[config.mk]
export PLATFORM = sky130hd
export DESIGN_NAME = sum_seq_ctrl
export DESIGN_NICKNAME = d
export VERILOG_FILES = /design/src/rtl/sum_seq_ctrl.sv
export SDC_FILE = /design/constraint.sdc
export NUM_CORES = 1
export LEC_CHECK = 0
export CAP_MARGIN = 20
export CORE_UTILIZATION = 50
export CTS_CLUSTER_SIZE = 10
export DETAILED_ROUTE_END_ITERATION = 7
export MAX_ROUTING_LAYER = met4
export PLACE_DENSITY = 0.71
export SLEW_MARGIN = 15
export SYNTH_ARGS = -nofsm -noshare
export SYNTH_HDL_FRONTEND = slang
export SYNTH_SLANG_ARGS = --single-unit
[constraint.sdc]
create_clock -name clk -period 4.9 [get_ports clk]
set_clock_uncertainty 0.15 [all_clocks]
set_input_delay 0.735 -clock clk [delete_from_list [all_inputs] [get_ports clk]]
set_output_delay 0.735 -clock clk [all_outputs]
set_load 0.02 [all_outputs]
[src/rtl/sum_seq_ctrl.sv]
// Streaming word summer: collects up to 8 words at a time into a lane buffer,
// reduces them through one shared 8-input adder tree, and accumulates batches.

module sum_step_1 (
  input  logic [7:0][31:0] lanes,
  output logic [31:0]      sum
);
  logic [31:0] s01, s23, s45, s67, s0123, s4567;

  always_comb begin
    s01   = lanes[0] + lanes[1];
    s23   = lanes[2] + lanes[3];
    s45   = lanes[4] + lanes[5];
    s67   = lanes[6] + lanes[7];
    s0123 = s01 + s23;
    s4567 = s45 + s67;
    sum   = s0123 + s4567;
  end
endmodule

module sum_seq_ctrl #(
  parameter int CNT_W = 16
) (
  input  logic             clk,
  input  logic             rst_n,
  input  logic             start,
  input  logic [CNT_W-1:0] cfg_len,
  output logic             busy,
  input  logic             in_valid,
  input  logic [31:0]      in_data,
  output logic             in_ready,
  output logic             out_valid,
  output logic [31:0]      out_sum,
  input  logic             out_ready
);
  localparam logic [1:0] IDLE   = 2'd0;
  localparam logic [1:0] FILL   = 2'd1;
  localparam logic [1:0] REDUCE = 2'd2;
  localparam logic [1:0] DONE   = 2'd3;

  logic [1:0]       state;
  logic [7:0][31:0] lane;
  logic [2:0]       idx;
  logic [CNT_W-1:0] rem;
  logic [31:0]      acc;
  logic [31:0]      tree_out;

  sum_step_1 u_tree (
    .lanes (lane),
    .sum   (tree_out)
  );

  always_ff @(posedge clk or negedge rst_n) begin
    if (!rst_n) begin
      state <= IDLE;
      lane  <= '0;
      idx   <= '0;
      rem   <= '0;
      acc   <= '0;
    end else begin
      case (state)
        IDLE: begin
          if (start) begin
            rem   <= cfg_len;
            acc   <= '0;
            idx   <= '0;
            lane  <= '0;
            state <= (cfg_len == '0) ? DONE : FILL;
          end
        end
        FILL: begin
          if (in_valid) begin
            lane[idx] <= in_data;
            idx       <= idx + 3'd1;
            rem       <= rem - CNT_W'(1);
            // A batch closes when the lanes are full or the stream runs out.
            if (idx == 3'd7 || rem == CNT_W'(1)) begin
              state <= REDUCE;
            end
          end
        end
        REDUCE: begin
          acc   <= acc + tree_out;
          lane  <= '0;
          idx   <= '0;
          state <= (rem == '0) ? DONE : FILL;
        end
        DONE: begin
          if (out_ready) begin
            state <= IDLE;
          end
        end
        default: state <= IDLE;
      endcase
    end
  end

  assign busy      = (state != IDLE);
  assign in_ready  = (state == FILL);
  assign out_valid = (state == DONE);
  assign out_sum   = acc;
endmodule

### Word-level counts from Yosys, hierarchy flattened

Index checks and enable logic that the tools add are counted.

| cells by class | value |
|---|---|
| multiplexer cells | 21 |
| eq/ne operators | 9 |
| reductions and logical operators | 13 |
| $add $sub $neg | 10 |
| $lt $le $gt $ge | 2 |

Operators by type and width:

| cell | count |
|---|---|
| 256-bit case mux with 3 select lines | 1 |
| 256-bit 2-to-1 mux | 2 |
| 32-bit adder | 8 |
| 256-bit bitwise mux | 1 |
| 32-bit demux with 3-bit select | 1 |
| 32-bit 2-to-1 mux | 2 |
| 32-bit case mux with 2 select lines | 1 |
| 16-bit zero test | 2 |
| 16-bit 2-to-1 mux | 2 |
| 16-bit case mux with 2 select lines | 1 |
| 16-bit by 1-bit equality test with 1-bit output, second input constant | 1 |
| 16-bit by 1-bit subtractor with 16-bit output, second input constant | 1 |
| 2-bit 2-to-1 mux | 6 |
| 3-bit case mux with 3 select lines | 1 |
| 2-bit case mux with 4 select lines | 1 |
| 3-bit 2-to-1 mux | 2 |
| 3-bit AND reduction | 2 |
| 2-bit nonzero test | 3 |
| 2-bit equality test, second input constant | 2 |
| 3-bit by 4-bit < comparator with 1-bit output, second input constant | 1 |
| 2-bit by 1-bit inequality test with 1-bit output, second input constant | 2 |
| 2-bit inequality test, second input constant | 2 |
| 4-bit AND reduction | 1 |
| 3-bit by 1-bit adder with 3-bit output, second input constant | 1 |
| other kinds (8) | 8 |

| storage, ports and cells | value |
|---|---|
| logic and storage cells | 67 |
| flip-flop bits (word level) | 309 |
| input port bits | 53 |

### Longest topological paths before layout

Gate-level depths: netlist of run 1.

| logic depth | value |
|---|---|
| word-level depth | 7 |
| depth in mapped cells | 19 |
| mapped depth without buffers | 19 |

### Hierarchy

Synthesis of run 1 repeated with hierarchy kept, for this count alone.

| second synthesis, totals | value |
|---|---|
| cell total of the unflattened synthesis | 2167 |
| area, all modules | 20090.5 µm² |

Modules (own cells, without submodules):

| module | cells an instance | sequential area each (µm²) | times used | area an instance (µm²) |
|---|---|---|---|---|
| sum_seq_ctrl | 1408 | 7732.4 | 1 | 13440.4 |
| sum_step_1 | 759 | 0.0 | 1 | 6650.1 |

### Least setup slack after synthesis of run 1

OpenSTA, ideal clock, no wires.

| timing | value |
|---|---|
| path kind | register -> register |
| start point | reg acc[2], in the netlist out_sum[2] |
| end point | reg acc[18], in the netlist out_sum[18] |
| arrival | 4544 ps |
| setup slack | 60 ps |
| period minus slack after synthesis | 4840 ps |
| buffers on the path | 0 |
| stages on the path, launching flop included | 20 |
| cells stage by stage | dfrtp_1 -> inv_1 -> fa_1 -> inv_1 -> fa_1 -> fa_1 -> inv_1 -> fa_1 -> inv_1 -> ha_1 -> inv_1 -> fa_1 -> nand2b_1 -> a21oi_1 -> o21ai_2 -> a21boi_2 -> o2111ai_1 -> a31oi_1 -> mux2i_1 -> o311ai_0 |

| on the way | value |
|---|---|
| longest elaborated chain between the ends | 2 |

RTL lines:

| element | RTL line | source |
|---|---|---|
| start, declared | 45 | `logic [31:0] acc;` |
| start signal, assigned | 83 | `acc <= acc + tree_out;` |
| 32-bit adder | 83 |  |
| 32-bit case mux with 2 select lines | 61 | `case (state)` |

Every way passes these cells.
A chain may end at the register's enable or synchronous reset.

### Final worst setup path of run 1

| timing | value |
|---|---|
| start point | reg acc[3], in the netlist out_sum[3] |
| end point | reg acc[31], in the netlist out_sum[31] |

The elaborated chain is that of the path after synthesis.

==> summary.md, run 1 <==
| Metric | Value |
|---|---|
| CTS tree | built |
| CTS clk-pin slew, worst paths | 50 ps |
| Worst path slowest cell | fa_1 |
| WS Path Type | flop to flop |
| IO Port Bufs | 87 |
| Final hold violations | 0 |
| CP Data Arrival Time | 4970 ps |
| Vias in the first global route | between 10000 and 15000 |
| Unrepaired setup endpoints after global routing | yes |
| Bufs and invs on worst path | 4 |
| Synth warn | 0 |
| Max cap viols | 0 |
| Top cells by area, synth | dfrtp_1 (41%), fa_1 (23%), o21ai_0 (8.0%) |
| EDFF count, synth | 0 |
| H-tree Lvls | 2 |
| Clock Path Buffers | 3 |
| Detailed-route via count | 13500 |
| CP Capture Type | flop |
| Ant diodes | 0 |
| Starting Density | 0.5100 |
| Fraction of registers with async set/reset | 1.000 |
| Crit share post-route | 0.9667 |
| Die ar. | 38210 um^2 |
| CP startpoint kind | flop |
| Die height | 195.5 um |
| Max FO, Critical Path | 4 |
| Syn Area/Cell | 9.897 um^2 |
| Drt via density | 5.491 |
| Crit path top cell by count | fa_1 |
| DR pass1 iterations | 5 |
| Post-Syn Instances | 1891 |
| Final Util | 0.5852 |
| Initial antenna violation count | 0 |
| Fin nets | 2280 |
| Mapped Area | 18720 um^2 |
| Sequential share of the synthesized area | 0.4132 |
| Slew HR | 0.3068 |
| Io pins | 88 |
| Crit-path max cell delay | 580 ps |
| Final min period | 4737 ps |
| Post-CTS Hold Fix Bufs | 0 |
| Area growth syn-to-layout | 14.75% |
| Critical Path Start | out_sum[3] |
| Worst min path class | input port to asynchronous set/reset pin |
| Crit path max-delay family | adder cells |
| Global route overflow | 0 |
| Row Count | 70 |
| #FFs+latches synth | 309 |
| Top_reg_cell synth | dfrtp_1 |
| Final setup viols | 0 |
| Worst-Skew Late Latency | approximately 530 ps |
| Drt drc | 0 |
| First-pass GRT wire length | approximately 76 mm |
| Run status | finished, final reports clean |
| Iteration-0 DRC Markers | 826 |
| Post-DP HPWL | 30.34 mm |
| CTS Root Cell | clkbuf_16 |
| Die Span X | 195.5 um |
| Tightest Pin Transition | 1036 ps |
| Fmax | about 210 MHz |
| Crit-path cells | inv_2 > fa_1 > inv_2 > fa_1 > fa_1 > inv_1 > fa_1 > inv_2 > ha_4 > a21oi_4 > o211ai_4 > a211oi_4 > o2111ai_4 > and2_4 > a221oi_4 > xnor2_1 > o21ai_1 |
| Largest net degree at the start of global routing | 128 |
| CTS Sinks | 309 |
| Top cell type's share of synthesized area | 0.4132 |
| Total Routing Usage GR | 0.2656 |
| Post-synth cell types | 63 |
| Post-synth top area cell | dfrtp_1 |
| Setup TNS | 0 ps |
| Antenna viol nets, final | 0 |
| WL/cell | roughly 19 um |
| Share of cells above drive strength 1 | 0.07236 |
| Cts bufs inserted | 38 |
| Syn Nets | ~2200 |
| Max-slew violations | 0 |
| Routability cong. | approximately 0.87 |
| Core area | 36700 um^2 |
| Routed wire length | 46.87 mm |
| Worst EP required | between 5000 and 6000 ps |
| RR Startpoint | out_sum[3] |
path summary, 6_finish.rpt:
check	end	cells past startpoint	slack (ps)
max reg2reg	out_sum[31]	17	160
max in group asynchronous	lane[187]	2	3280
min	lane[8]	1	190
min in group clk	lane[26]	2	330
max	out_sum[31]	17	160
min reg2reg	lane[26]	2	330
cells by family after synthesis:
| family | after synthesis | synth area share |
|---|---|---|
| buffers and inverters | 386 | 0.07849 |
| flip-flops | 309 | 0.4132 |
| AND/OR/NAND/NOR | 488 | 0.1097 |
| XOR/XNOR | 30 | 0.01404 |
| AO/OA/AOI/OAI | 423 | 0.1295 |
| adder cells (fa/ha/maj) | 249 | 0.2519 |
| multiplexers | 6 | 0.003209 |
cell type report:
class / instances / area (um^2)
fillers: 3099 / 15220
multi-input cells: 1196 / 9738
flip-flops and latches: 309 / 7735
repair buffers: 123 / 1171
inverters: 310 / 1164
clock buffers: 50 / 1067
well taps: 468 / 585.6
clock inverters: 2 / 16.27
sequential cells by signal (all words and copies together) (netlist names):
register	cells
out_sum	32
idx	3
rem	16
state	2
lane	256
layer usage:
metal  vias to the layer above  global-route usage  share of wire
met1                      6822              0.3442           0.42
li1                       6146                   -              -
met5                         -                   -              0
met3                        77             0.04491          0.067
met4                         0             0.07320          0.023
met2                       451              0.4335           0.49
cell usage after synthesis, types with 19 or more instances:
library cell / count
inv_1: 310
fa_1: 213
dfrtp_1: 309
clkbuf_1: 60
nand2_1: 363
o21ai_0: 301
a21oi_1: 46
nand3_1: 22
nor3_1: 19
ha_1: 36
nor2_1: 28
xnor2_1: 22
layout by cell type (no fill, tap or decap), types with 22 or more instances in the layout:
| cell | instances |
|---|---|
| xnor2_1 | 22 |
| ha_1 | 25 |
| dfrtp_1 | 307 |
| nor2_1 | 27 |
| fa_1 | 211 |
| inv_1 | 307 |
| nand3_1 | 22 |
| clkdlybuf4s50_1 | 86 |
| clkbuf_16 | 39 |
| o21ai_0 | 298 |
| nand2_1 | 358 |
| a21oi_1 | 41 |
| buf_4 | 34 |
per-stage QoR:
step | worst slack, ps | instances | area, um^2 | hold slack, ps
after floorplan | 59.67 | 1891 | 18720 | 289.4
after global placement | 44.95 | 2401 | 20150 | 311.1
after detailed placement | -61.47 | 2401 | 20150 | 320.0
after CTS | 27.16 | 2453 | 21250 | 216.2
after global routing | -41.51 | 2458 | 21480 | 257.0
final | 163.0 | 2458 | 21480 | 194.3
repair_timing:
action	CTS	global route
buffers inserted	0	5
setup endpoints to repair	3	13
pin swaps	3	22
endpoints found under the hold margin	0	0
resized for setup	3	42
Power of run 1 is not shown: default switching activity piles up to over one toggle a cycle in this logic, so the estimate is an artifact.
==> inputs of run 2 (changes only) <==
--- a/config.mk
+++ b/config.mk
@@ -11,7 +11,7 @@
 export DETAILED_ROUTE_END_ITERATION = 7
 export MAX_ROUTING_LAYER = met4
 export PLACE_DENSITY = 0.71
-export SLEW_MARGIN = 15
+export SLEW_MARGIN = 20
 export SYNTH_ARGS = -nofsm -noshare
 export SYNTH_HDL_FRONTEND = slang
 export SYNTH_SLANG_ARGS = --single-unit
==> results of run 2 <==
No change in the layout: final DEF, timing and power equal those of run 1.
Power of run 2 is left out for the same reason.
